## src/rtl/load_store_unit.sv

```systemverilog
// Load/store initiator for the byte-lane data memory: checks each request,
// drives one memory access cycle, and returns a tagged, error-coded result.
module load_store_unit #(
  parameter int MEM_BYTES = 4096
) (
  input  logic        i_clk,
  input  logic        i_reset,
  input  logic        i_req_valid,
  output logic        o_req_ready,
  input  logic [2:0]  i_req_op,
  input  logic [31:0] i_req_addr,
  input  logic [31:0] i_req_wdata,
  input  logic [4:0]  i_req_rd,
  output logic        o_rsp_valid,
  input  logic        i_rsp_ready,
  output logic [31:0] o_rsp_data,
  output logic [4:0]  o_rsp_rd,
  output logic [1:0]  o_rsp_err,
  output logic [31:0] o_mem_address,
  output logic [31:0] o_mem_wr_data,
  output logic [1:0]  o_mem_wr_mask,
  output logic [2:0]  o_mem_rd_mask,
  input  logic [31:0] i_mem_rd_data,
  input  logic        i_mem_err_address_misaligned,
  input  logic        i_mem_err_invalid_read_mask
);

  // state | meaning
  // IDLE  | ready for a request
  // ISSUE | memory address/masks driven, sampled at end of cycle
  // WAIT  | memory read data and error flags captured
  // RESP  | response held until writeback accepts it
  typedef enum logic [1:0] {IDLE, ISSUE, WAIT, RESP} state_t;

  state_t      state, state_nxt;
  logic [2:0]  op_q;
  logic [4:0]  rd_q;
  logic [31:0] rsp_data_q;
  logic [1:0]  rsp_err_q;
  logic [31:0] mem_address_q;
  logic [31:0] mem_wr_data_q;

  logic accept, is_word, is_half, misaligned, out_of_range;

  assign o_req_ready  = (state == IDLE) && i_reset;
  assign accept       = i_req_valid && o_req_ready;
  assign is_word      = (i_req_op == 3'd2) || (i_req_op == 3'd7);
  assign is_half      = (i_req_op == 3'd1) || (i_req_op == 3'd4) || (i_req_op == 3'd6);
  assign misaligned   = (is_word && (i_req_addr[1:0] != 2'b00)) || (is_half && i_req_addr[0]);
  assign out_of_range = i_req_addr >= 32'(MEM_BYTES);

  assign o_rsp_valid   = (state == RESP);
  assign o_rsp_data    = rsp_data_q;
  assign o_rsp_rd      = rd_q;
  assign o_rsp_err     = rsp_err_q;
  assign o_mem_address = mem_address_q;
  assign o_mem_wr_data = mem_wr_data_q;

  always_ff @(posedge i_clk or negedge i_reset) begin
    if (!i_reset) state <= IDLE;
    else          state <= state_nxt;
  end

  // Masks are only non-idle in ISSUE so the memory never sees a spurious write.
  always_comb begin
    state_nxt     = state;
    o_mem_wr_mask = 2'd0;
    o_mem_rd_mask = 3'd5;
    case (state)
      IDLE: begin
        if (accept) state_nxt = (misaligned || out_of_range) ? RESP : ISSUE;
      end
      ISSUE: begin
        case (op_q)
          3'd0:    o_mem_rd_mask = 3'd4;
          3'd1:    o_mem_rd_mask = 3'd3;
          3'd2:    o_mem_rd_mask = 3'd0;
          3'd3:    o_mem_rd_mask = 3'd2;
          3'd4:    o_mem_rd_mask = 3'd1;
          3'd5:    o_mem_wr_mask = 2'd1;
          3'd6:    o_mem_wr_mask = 2'd2;
          default: o_mem_wr_mask = 2'd3;
        endcase
        state_nxt = WAIT;
      end
      WAIT:    state_nxt = RESP;
      RESP:    if (i_rsp_ready) state_nxt = IDLE;
      default: state_nxt = IDLE;
    endcase
  end

  always_ff @(posedge i_clk or negedge i_reset) begin
    if (!i_reset) begin
      op_q          <= 3'd0;
      rd_q          <= 5'd0;
      rsp_data_q    <= 32'd0;
      rsp_err_q     <= 2'd0;
      mem_address_q <= 32'd0;
      mem_wr_data_q <= 32'd0;
    end else begin
      case (state)
        IDLE: begin
          if (accept) begin
            op_q       <= i_req_op;
            rd_q       <= i_req_rd;
            rsp_data_q <= 32'd0;
            if (misaligned)        rsp_err_q <= 2'd1;
            else if (out_of_range) rsp_err_q <= 2'd2;
            else begin
              rsp_err_q     <= 2'd0;
              // Memory-side address/data only change for requests that reach memory.
              mem_address_q <= i_req_addr;
              mem_wr_data_q <= i_req_wdata;
            end
          end
        end
        WAIT: begin
          rsp_data_q <= (op_q <= 3'd4) ? i_mem_rd_data : 32'd0;
          rsp_err_q  <= (i_mem_err_address_misaligned || i_mem_err_invalid_read_mask) ? 2'd3 : 2'd0;
        end
        default: ;
      endcase
    end
  end

endmodule

```

## config.mk

```make
export PLATFORM = sky130hd
export DESIGN_NAME = load_store_unit
export DESIGN_NICKNAME = d
export VERILOG_FILES = /design/src/rtl/load_store_unit.sv
export SDC_FILE = /design/constraint.sdc
export NUM_CORES = 1
export LEC_CHECK = 0
export BUFFER_PORTS_ARGS = -buffer_cell sky130_fd_sc_hd__clkbuf_2
export CORE_MARGIN = 2
export CORE_UTILIZATION = 40
export DETAILED_ROUTE_END_ITERATION = 10
export GPL_TIMING_DRIVEN = 0
export PLACE_DENSITY = 0.72
export SKIP_CTS_REPAIR_TIMING = 1
export SYNTH_ARGS = -nofsm -noshare
export SYNTH_HDL_FRONTEND = slang
export SYNTH_SLANG_ARGS = --single-unit
```

## constraint.sdc

```tcl
create_clock -name i_clk -period 2.22 [get_ports i_clk]
set_clock_uncertainty 0.15 [all_clocks]
set_input_delay 0.222 -clock i_clk [delete_from_list [all_inputs] [get_ports i_clk]]
set_output_delay 0.222 -clock i_clk [all_outputs]
set_load 0.01 [all_outputs]
```

Word-level counts from Yosys, hierarchy flattened
Cells that the tools add are included.
- magnitude comparators: 2
- equal/unequal tests: 16
- mux-type cells: 16
- bitwise logic cells: 2
- reductions and logical operators: 19
- operators by type and width (kind ; count):
    two-way mux 32 bit ; 2
    case mux 32 bit (2 select lines) ; 1
    greater-or-equal comparator 32 x 13 -> 1 bit, second input constant ; 1
    equality test 3 bit, second input constant ; 6
    two-way mux 2 bit ; 8
    case mux 3 bit (5 select lines) ; 1
    equality test 3 x 2 -> 1 bit, second input constant ; 3
    case mux 2 bit (4 select lines) ; 1
    equality test 3 x 1 -> 1 bit, second input constant ; 2
    logical OR 1 bit ; 6
    case mux 2 bit (3 select lines) ; 1
    AND reduction 2 bit ; 3
    OR reduction 5 bit ; 1
    equality test 2 bit, second input constant ; 2
    logical AND 1 bit ; 4
    case mux 2 bit (2 select lines) ; 1
    AND reduction 4 bit ; 1
    nonzero test 2 bit ; 2
    <= comparator 3 bit, second input constant ; 1
    zero test 3 bit ; 1
    two-way mux 3 bit ; 1
    equality test 2 x 1 -> 1 bit, second input constant ; 1
    zero test 2 bit ; 1
    inequality test 2 x 1 -> 1 bit, second input constant ; 1
    2 further kinds ; 3
- register bits: 108
- input bits: 110
- output and inout bits: 110
- logic and storage cells: 62

Longest topological paths before layout
Gate-level depths: netlist of the first run.
- depth in word-level cells: 9
- gate-level depth with buffers: 7
- depth with buffers taken out: 6

Worst setup path before layout of the first run
No wires, ideal clock.
- path kind: register -> register
- start: reg state[0]
- end: reg mem_address_q[0] (netlist: o_mem_address[0])
- library setup time: 0.125 ns
- arrival: 1.679 ns
- required time: 1.945 ns
- setup slack: 0.266 ns
- stages on the path, launching flop included: 8
- path buffers: 2
- clock period less this slack: 1.954 ns
- path through: dfrtp_1 > inv_1 > ha_1 > and3_1 > buf_2 > nand3_4 > buf_6 > mux2_4
- word-level cells in the longest chain between the ends: 4
- ends and longest elaborated chain (item ; line ; RTL):
    from (decl) ; 35 ; state_t state, state_nxt;
    from (signal assigned) ; 61 ; else state <= state_nxt;
    zero test 2 bit * ; 45, 101 ;
    logical AND 1 bit ; 45 ; assign o_req_ready = (state == IDLE) && i_reset;
    logical AND 1 bit ; 46 ; assign accept = i_req_valid && o_req_ready;
    AND reduction 4 bit (no source line) * ; - ;
    to (signal assigned) ; 112 ; mem_address_q <= i_req_addr;
    to (decl) ; 40 ; logic [31:0] mem_address_q;
Every way passes the cells marked *; elsewhere a longest branch is shown, timed or not.
A chain may end at the register's enable or synchronous reset.

Worst setup path after layout of the first run
- start: reg state[0]
- end: reg mem_wr_data_q[13] (netlist: o_mem_wr_data[13])
- word-level cells in the longest chain between the ends: 4
- ends and longest elaborated chain (item ; line ; RTL):
    zero test 2 bit * ; 45, 101 ;
    logical AND 1 bit ; 45 ;
    logical AND 1 bit ; 46 ;
    AND reduction 4 bit (no source line) * ; - ;
    to (signal assigned) ; 113 ; mem_wr_data_q <= i_req_wdata;
    to (decl) ; 41 ; logic [31:0] mem_wr_data_q;
Marked as above.

==> results of run 1 <==
==> area by class of cell <==
| class | instances | area [um^2] | share of cell area |
|---|---|---|---|
| clock inverter | 7 | 68.8 | 0.0104 |
| tap | 136 | 170 | 0.0258 |
| inverter | 4 | 15.0 | 0.00228 |
| sequential | 108 | 2700 | 0.410 |
| timing repair buffer | 303 | 1940 | 0.295 |
| buffer | 13 | 90.1 | 0.0137 |
| multi-input combinational | 149 | 1480 | 0.224 |
| clock buffer | 9 | 124 | 0.0188 |
==> critical path, stage by stage, from the launching register on <==
cell	delay, ns
sky130_fd_sc_hd__dfrtp_1	0.42
sky130_fd_sc_hd__inv_1	0.14
sky130_fd_sc_hd__ha_1	0.20
sky130_fd_sc_hd__and3_1	0.24
sky130_fd_sc_hd__buf_6	0.19
sky130_fd_sc_hd__nand3_4	0.16
sky130_fd_sc_hd__buf_6	0.21
sky130_fd_sc_hd__mux2_4	0.31
==> stage by stage <==
step,instances,setup TNS [ns]
after floorplan,274,0
after global placement,629,-241.89
after detailed placement,629,-30.16
after CTS,645,-2.18
after global routing,729,-0.0241
final,729,0
==> path summary, 6_finish.rpt <==
check / startpoint / depth (start not counted) / end / slack, ns
min in group i_clk: i_req_op[2] / 2 / op_q[2] / 0.02
worst max register to register: state[0] / 7 / o_mem_wr_data[13] / 0.1
max in group asynchronous: i_reset / 1 / o_rsp_data[25] / 1.53
worst min-delay path: i_reset / 1 / o_rsp_rd[3] / -0.24
worst max-delay path: state[0] / 7 / o_mem_wr_data[13] / 0.1
worst min register to register: o_mem_address[14] / 1 / o_mem_address[14] / 0.35
==> where the power goes <==
group          internal (mW)  switching (mW)
combinational          0.694           0.765
clock                  0.438           0.719
sequential              2.21           0.164
==> registers in the layout, indices dropped and copies added (netlist names) <==
signal	cells
o_mem_address	32
o_mem_wr_data	32
o_rsp_data	32
o_rsp_err	2
o_rsp_rd	5
op_q	3
state	2
==> cells in the final DEF, fill, tap and decap left out, drive strengths merged <==
master       synthesis  routed
clkbuf               8     236
dfrtp              108     108
dlygate4sd3          0      83
mux2                54      54
a22o                32      32
and2                21      21
inv                  4       7
o21ai                6       6
buf                  5       6
nor4                 5       5
ha                   5       5
and3                 4       4
nand2                3       3
nor2                 3       3
nand3                3       3
clkinv               0       3
a211oi               2       2
a21oi                2       2
nand2b               1       1
nand3b               1       1
or3                  1       1
xor2                 1       1
nor2b                1       1
a211o                1       1
a2bb2oi              1       1
o22ai                1       1
o31ai                1       1
clkinvlp             0       1
==> cell families after synthesis <==
family	Yosys count	synth area share
AO/OA/AOI/OAI	46	0.0871
XOR/XNOR	1	0.00205
adder cells (fa/ha/maj)	5	0.0147
buffers and inverters	17	0.0223
flip-flops	108	0.634
multiplexers	54	0.178
AND/OR/NAND/NOR	43	0.0625
==> synth_stat cells <==
master                      count
sky130_fd_sc_hd__dfrtp_1      108
sky130_fd_sc_hd__mux2_4        40
sky130_fd_sc_hd__a22o_1        32
sky130_fd_sc_hd__and2_1        21
sky130_fd_sc_hd__mux2_2        14
sky130_fd_sc_hd__clkbuf_1       8
sky130_fd_sc_hd__o21ai_0        6
sky130_fd_sc_hd__ha_1           5
sky130_fd_sc_hd__nor4_1         5
sky130_fd_sc_hd__and3_1         4
sky130_fd_sc_hd__buf_6          4
sky130_fd_sc_hd__inv_1          4
sky130_fd_sc_hd__nand2_1        3
sky130_fd_sc_hd__a211oi_1       2
sky130_fd_sc_hd__nand3_1        2
sky130_fd_sc_hd__nor2_1         2
sky130_fd_sc_hd__a211o_2        1
sky130_fd_sc_hd__a21oi_1        1
sky130_fd_sc_hd__a21oi_2        1
sky130_fd_sc_hd__a2bb2oi_1      1
sky130_fd_sc_hd__buf_2          1
sky130_fd_sc_hd__nand2b_1       1
sky130_fd_sc_hd__nand3_4        1
sky130_fd_sc_hd__nand3b_1       1
sky130_fd_sc_hd__nor2_2         1
sky130_fd_sc_hd__nor2b_1        1
sky130_fd_sc_hd__o22ai_1        1
sky130_fd_sc_hd__o31ai_1        1
sky130_fd_sc_hd__or3_1          1
sky130_fd_sc_hd__xor2_1         1
==> routing by layer <==
metal / routed length, um / track usage
met2: 5850 / 0.283
met4: 91 / 0.0445
met1: 5080 / 0.236
met5: 0 / 0
met3: 798 / 0.0454
==> results.py, run 1 <==
metrics = {
    "outcome": {
        "outcome": "finished, violations left",
        "violations": "hold timing",
    },
    "logic_synthesis": {
        "sequential_share_of_the_synthesized_area": 0.634,
        "synthCells": 274,
        "cell_taking_the_most_area_after_synthesis": "sky130_fd_sc_hd__dfrtp_1",
        "post_synth_instance_area_um2": 4270,
        "avgSynthCellArea_um2": 15.6,
        "synth_nets": 389,
        "netlist_top_cells_area": "sky130_fd_sc_hd__dfrtp_1 (63%), sky130_fd_sc_hd__mux2_4 (14%), sky130_fd_sc_hd__a22o_1 (6.6%)",
        "netlist-cell-type-count": 30,
        "synth_warnings": 0,
        "yosys_register_bits": 108,
        "synth_top_cell_area_share": 0.634,
    },
    "timing": {
        "tightest_slew_ns": 0.863,
        "fin_crit_sh": 0.956,
        "worst_hold_slack_ns": -0.238,
        "post-route-worst-setup-slack_ns": 0.0971,
        "hold_violations": 108,
        "timing.slew.headroom": 0.425,
        "setup_viol": 0,
        "final.min_clock_period_ns": 2.12,
        "setup_repair_after_global_routing_missed_its_margin": "true",
        "finalMaxSlewViolations": 0,
        "maxClockFrequency_mhz": 471,
    },
    "cells_and_area": {
        "final_design_area_no_fill_um2": 6590,
        "area_delta_synth_final_pct": 54.5,
        "drive_above_1_share": 0.509,
        "post-route-util": 0.638,
        "antennaDiodeCount": 0,
        "layout.nets": 703,
        "layout.filler_cells": 722,
    },
    "flow_run": {
        "maxCapViolCount": 0,
    },
    "cts": {
        "cts_inserted_buffers": 9,
        "clock_tree.buffer_depth": 2,
        "cts_tree": "built",
        "ctsHtreeMaxLevel": 3,
        "sinks_on_clock_net": 108,
        "clock_latency_ns": 0.36,
        "clock_slew_at_reported_path_ffs_ns": 0.11,
        "clockRootBuffer": "sky130_fd_sc_hd__clkbuf_8",
    },
    "setup_path": {
        "worst_setup_path_start_kind": "flip-flop",
        "ws_path_type": "flip-flop to flip-flop",
        "cp_data_required_time_ns": 2.32,
        "cp.arrival_ns": 2.22,
        "critical_path.max_fanout": 10,
        "critPathCaptureType": "flip-flop",
    },
    "placed_design": {
        "gp_congestion": 0.742,
        "place_worst_setup_slack_ns": -0.385,
        "placement.cell_area_um2": 5540,
        "dp_hpwl_um": 7390,
        "port_buffers": 219,
    },
    "power_and_ir_drop": {
        "leakage_nw": 3.68,
        "fin_total_pwr_mw": 4.99,
        "vdd.ir_drop.worst_mv": 0.510,
        "power.density_nw_per_um2": 757,
    },
    "global_route": {
        "global_route.overflow_total": 0,
        "first_global_vias": 3140,
        "grt_start_max_net_pins": 111,
        "wire_length_of_the_first_global_routing_pass_um": 15700,
        "grt_antenna_before_repair": 0,
        "global_route.usage.total": 0.175,
    },
    "routing": {
        "drt_pass1_iterations": 4,
        "wire_per_inst_um": 16.2,
        "viasPerCell": 4.76,
        "route.antenna.remaining_nets": 0,
        "drcViolationCount": 0,
        "drt_iter0_drc": 125,
        "dr_total_vias": 3471,
        "wl_final_um": 11800,
    },
    "floorplan": {
        "io_pins": 220,
        "start_util": 0.413,
        "core_ar_um2": 10300,
        "die_width_um": 107,
        "die_h_um": 107,
        "dieArea_um2": 11500,
        "core.rowCount": 37,
    },
    "worst_hold_path": {
        "min_delay_path_class": "input pin to async pin",
    },
}
Note: power is estimated with default switching activity, not from simulation.
==> inputs of run 2 (changes only) <==
CORE_ASPECT_RATIO = 1.5   (was default)
GPL_ROUTABILITY_DRIVEN = 0   (was default)
PLACE_DENSITY = default   (was 0.72)
PLACE_DENSITY_LB_ADDON = 0.25   (was default)
==> results.py, run 2 (synthesized netlist as in run 1, its figures left out) <==
metrics = {
    "floorplan": {
        "io_pins": 220,
        "die_h_um": 130,
        "die_width_um": 88.3,
        "dieArea_um2": 11500,
        "core_ar_um2": 10500,
        "start_util": 0.407,
        "core.rowCount": 46,
    },
    "routing": {
        "wire_per_inst_um": 15.9,
        "drt_iter0_drc": 96,
        "drt_pass1_iterations": 4,
        "route.antenna.remaining_nets": 0,
        "viasPerCell": 4.76,
        "drcViolationCount": 0,
        "dr_total_vias": 3506,
        "wl_final_um": 11700,
    },
    "setup_path": {
        "slowest_stage": "sky130_fd_sc_hd__dfrtp_1",
        "depth_of_the_most_critical_reg_to_reg_path": 7,
        "path_common_cell": "sky130_fd_sc_hd__buf_6",
        "cell_chain_critical_path": "inv_1, ha_1, and3_2, buf_6, nand3_4, buf_6, mux2_4",
        "cp.arrival_ns": 2.17,
        "cpPeakStageDelay_ns": 0.40,
        "critical_path.max_fanout": 11,
        "critPathCaptureType": "flip-flop",
        "worst_setup_path_start_kind": "flip-flop",
        "cp_data_required_time_ns": 2.29,
        "ws_path_type": "flip-flop to flip-flop",
    },
    "cts": {
        "clock_latency_ns": 0.34,
        "clockRootBuffer": "sky130_fd_sc_hd__clkbuf_16",
        "ctsHtreeMaxLevel": 3,
        "cts_tree": "built",
        "cts_inserted_buffers": 9,
        "clock_tree.buffer_depth": 2,
        "clock_slew_at_reported_path_ffs_ns": 0.07,
        "sinks_on_clock_net": 108,
    },
    "cells_and_area": {
        "layout.cells.most_common_list": "sky130_fd_sc_hd__clkbuf_2 (221), sky130_fd_sc_hd__dfrtp_1 (108), sky130_fd_sc_hd__dlygate4sd3_1 (81)",
        "layout_commonest_cell": "sky130_fd_sc_hd__clkbuf_2",
        "area_delta_synth_final_pct": 57.0,
        "drive_above_1_share": 0.518,
        "layout.nets": 703,
        "antennaDiodeCount": 0,
        "layout.filler_cells": 833,
        "multi_input_comb_area_um2": 1490,
        "sequential_cell_area_um2": 2700,
    },
    "placed_design": {
        "dp_hpwl_um": 7770,
        "port_buffers": 219,
        "place_worst_setup_slack_ns": -0.462,
    },
    "timing": {
        "setup_viol": 0,
        "setup_repair_after_global_routing_missed_its_margin": "false",
        "post-route-worst-setup-slack_ns": 0.126,
        "hold_violations": 108,
        "maxClockFrequency_mhz": 477,
        "final.setup.tns_ns": 0,
        "final.min_clock_period_ns": 2.09,
        "worst_hold_slack_ns": -0.226,
        "finalMaxSlewViolations": 0,
        "timing.slew.headroom": 0.471,
        "fin_crit_sh": 0.943,
        "tightest_slew_ns": 0.793,
    },
    "power_and_ir_drop": {
        "power.density_nw_per_um2": 798,
        "leakage_nw": 3.72,
        "vdd.ir_drop.worst_mv": 0.486,
    },
    "global_route": {
        "wire_length_of_the_first_global_routing_pass_um": 15500,
        "first_global_vias": 3096,
        "gr-usage-met1": 0.222,
        "global_route.usage.met2": 0.280,
        "global_route.peak_usage_layer": "met2",
        "grt_start_max_net_pins": 111,
        "globalRouteMet3Util": 0.0584,
        "global_route.usage.total": 0.176,
        "global_route.overflow_total": 0,
        "grt_antenna_before_repair": 0,
    },
    "worst_hold_path": {
        "min_delay_path_class": "input pin to async pin",
    },
    "outcome": {
        "violations": "hold timing",
        "outcome": "finished, violations left",
    },
    "flow_run": {
        "maxCapViolCount": 0,
    },
}
[run 2: path summary, 6_finish.rpt]
kind                              startpoint                 to  slack (ns)
max                                 state[1]  o_mem_wr_data[17]        0.13
min                                  i_reset  o_mem_address[22]       -0.23
max reg2reg                         state[1]  o_mem_wr_data[17]        0.13
min reg2reg                o_mem_address[16]  o_mem_address[16]        0.34
max in group asynchronous            i_reset     o_rsp_data[30]        1.59
min in group i_clk               i_req_op[0]            op_q[0]        0.02
[run 2: per-stage QoR]
stage,std cells,cell area (um^2),utilization,power [mW]
finish,737,6700,0.639,5.34
CTS,653,5840,0.557,5.26
global route,737,6700,0.639,5.65
global placement,637,5540,0.529,3.66
detailed placement,637,5550,0.530,3.71
floorplan,274,4270,-,3.14
[run 2: where the power goes]
| group | internal (mW) | switching, mW |
|---|---|---|
| sequential | 2.21 | 0.152 |
| combinational | 0.696 | 0.768 |
| clock | 0.803 | 0.717 |
[run 2: worst max-delay path: cells and delay by family (launching register included)]
kind                     cells  cell delay [ns]
flip-flops                   1             0.40
adder cells (fa/ha/maj)      1             0.20
AND/OR/NAND/NOR              2             0.39
multiplexers                 1             0.30
buffers and inverters        3             0.53
[run 2: layout make-up]
| class | instances | share of cell area |
|---|---|---|
| Sequential cell | 108 | 0.404 |
| Timing Repair Buffer | 302 | 0.289 |
| Tap cell | 144 | 0.0269 |
| Inverter | 4 | 0.00224 |
| Buffer | 13 | 0.0135 |
| Clock inverter | 6 | 0.00710 |
| Multi-Input combinational cell | 150 | 0.222 |
| Clock buffer | 10 | 0.0357 |
[run 2: metal layers]
| layer | routed length, um | up-vias |
|---|---|---|
| met3 | 647 | 23 |
| met5 | 0 | - |
| met2 | 6050 | 128 |
| li1 | - | 1619 |
| met4 | 308 | 0 |
| met1 | 4680 | 1736 |
==> inputs of run 3 (changes only) <==
MAX_ROUTING_LAYER = met4   (was default)
==> results.py, run 3 (synthesized netlist as in run 1, its figures left out) <==
metrics = {
    "setup_path": {
        "slowest_stage": "sky130_fd_sc_hd__dfrtp_1",
        "worst_setup_path_start_kind": "flip-flop",
        "critPathCaptureType": "flip-flop",
        "path_common_cell": "sky130_fd_sc_hd__buf_6",
        "r2r-start": "state[1]",
        "cp_data_required_time_ns": 2.29,
        "ws_path_type": "flip-flop to flip-flop",
        "cp.arrival_ns": 2.17,
        "cpPeakStageDelay_ns": 0.40,
        "cell_chain_critical_path": "inv_1, ha_1, and3_2, buf_6, nand3_4, buf_6, mux2_4",
        "timing.critical_path.from": "state[1]",
        "critical_path.max_fanout": 11,
    },
    "cts": {
        "ctsHtreeMaxLevel": 3,
        "clockRootBuffer": "sky130_fd_sc_hd__clkbuf_16",
        "sinks_on_clock_net": 108,
        "clock_slew_at_reported_path_ffs_ns": 0.07,
        "cts_tree": "built",
        "clock_latency_ns": 0.34,
        "cts_inserted_buffers": 9,
        "clock_tree.buffer_depth": 2,
    },
    "worst_hold_path": {
        "min_delay_path_class": "input pin to async pin",
    },
    "cells_and_area": {
        "layout_commonest_cell": "sky130_fd_sc_hd__clkbuf_2",
        "layout.filler_cells": 829,
        "layout.nets": 702,
        "layout.cells.most_common_list": "sky130_fd_sc_hd__clkbuf_2 (221), sky130_fd_sc_hd__dfrtp_1 (108), sky130_fd_sc_hd__dlygate4sd3_1 (80)",
        "area_delta_synth_final_pct": 56.7,
        "drive_above_1_share": 0.519,
        "antennaDiodeCount": 0,
        "fin_cells": 736,
        "post-route-util": 0.638,
        "final_design_area_no_fill_um2": 6690,
    },
    "global_route": {
        "wire_length_of_the_first_global_routing_pass_um": 15600,
        "grt_antenna_before_repair": 0,
        "first_global_vias": 3097,
        "global_route.overflow_total": 0,
        "grt_start_max_net_pins": 111,
        "global_route.usage.total": 0.182,
    },
    "placed_design": {
        "place_worst_setup_slack_ns": -0.462,
        "port_buffers": 219,
        "dp_hpwl_um": 7770,
        "dp.cells": 637,
        "placement.cell_area_um2": 5550,
    },
    "power_and_ir_drop": {
        "power.combinational.fraction": 0.273,
        "vdd.ir_drop.worst_mv": 0.488,
        "leakage_nw": 3.72,
        "p_sw_frac": 0.307,
        "power.density_nw_per_um2": 801,
        "power.share.sequential": 0.441,
        "power.net_switching_mw": 1.65,
        "cell_int_power_mw": 3.71,
        "p_clk_frac": 0.286,
        "fin_total_pwr_mw": 5.35,
    },
    "floorplan": {
        "dieArea_um2": 11500,
        "die_width_um": 88.3,
        "io_pins": 220,
        "core_ar_um2": 10500,
        "die_h_um": 130,
        "start_util": 0.407,
        "core.rowCount": 46,
    },
    "routing": {
        "drt_pass1_iterations": 4,
        "drcViolationCount": 0,
        "wire_per_inst_um": 16.0,
        "dr_total_vias": 3505,
        "drt_iter0_drc": 116,
        "viasPerCell": 4.76,
        "wl_final_um": 11800,
        "route.antenna.remaining_nets": 0,
    },
    "timing": {
        "setup_repair_after_global_routing_missed_its_margin": "false",
        "hold_violations": 109,
        "tightest_slew_ns": 0.801,
        "final.min_clock_period_ns": 2.09,
        "fin_crit_sh": 0.943,
        "timing.slew.headroom": 0.466,
        "worst_hold_slack_ns": -0.228,
        "finalMaxSlewViolations": 0,
        "maxClockFrequency_mhz": 478,
        "setup_viol": 0,
        "final.setup.tns_ns": 0,
        "post-route-worst-setup-slack_ns": 0.126,
    },
    "flow_run": {
        "maxCapViolCount": 0,
    },
    "outcome": {
        "outcome": "finished, violations left",
        "violations": "hold timing",
    },
}
-- run 3: cell count changes in the layout (fill, tap and decap cells not counted), sizes merged --
cell / previous run / this run
dlygate4sd3: 81 / 80
-- run 3: worst max-delay path, delay by kind of cell, from the launching register on --
| kind | cells | cell delay, ns |
|---|---|---|
| buffers and inverters | 3 | 0.53 |
| multiplexers | 1 | 0.30 |
| adder cells (fa/ha/maj) | 1 | 0.20 |
| flip-flops | 1 | 0.40 |
| AND/OR/NAND/NOR | 2 | 0.39 |
-- run 3: worst paths after layout --
kind / endpoint / slack [ns] / cells after the start
hold reg to reg: o_mem_address[29] / 0.34 / 1
min in group i_clk: o_mem_address[0] / 0 / 2
hold / removal: o_mem_address[29] / -0.23 / 1
setup reg to reg: o_mem_wr_data[17] / 0.13 / 7
max in group asynchronous: o_mem_wr_data[28] / 1.59 / 1
setup / recovery: o_mem_wr_data[17] / 0.13 / 7
-- run 3: metal layers --
layer,GRT usage,vias up,share of wire
met3,0.0490,21,0.052
met5,-,-,0
li1,-,1613,-
met2,0.281,130,0.51
met1,0.225,1741,0.41
met4,0.0766,0,0.024
-- run 3: power groups by stage --
stage | Clock [mW] | Combinational [mW] | Sequential, mW
global route | 1.66 | 1.60 | 2.39
finish | 1.53 | 1.46 | 2.36
CTS | 1.58 | 1.32 | 2.36
detailed placement | 0 | 1.32 | 2.39
global placement | 0 | 1.28 | 2.38
floorplan | 0 | 0.677 | 2.46
-- run 3: cell type report --
cell class | count | area [um^2] | area share
Clock buffer | 10 | 239 | 0.0357
Clock inverter | 6 | 47.5 | 0.00711
Timing Repair Buffer | 301 | 1920 | 0.287
Multi-Input combinational cell | 150 | 1490 | 0.223
Sequential cell | 108 | 2700 | 0.404
Tap cell | 144 | 180 | 0.0270
Buffer | 13 | 90.1 | 0.0135
Inverter | 4 | 15.0 | 0.00225
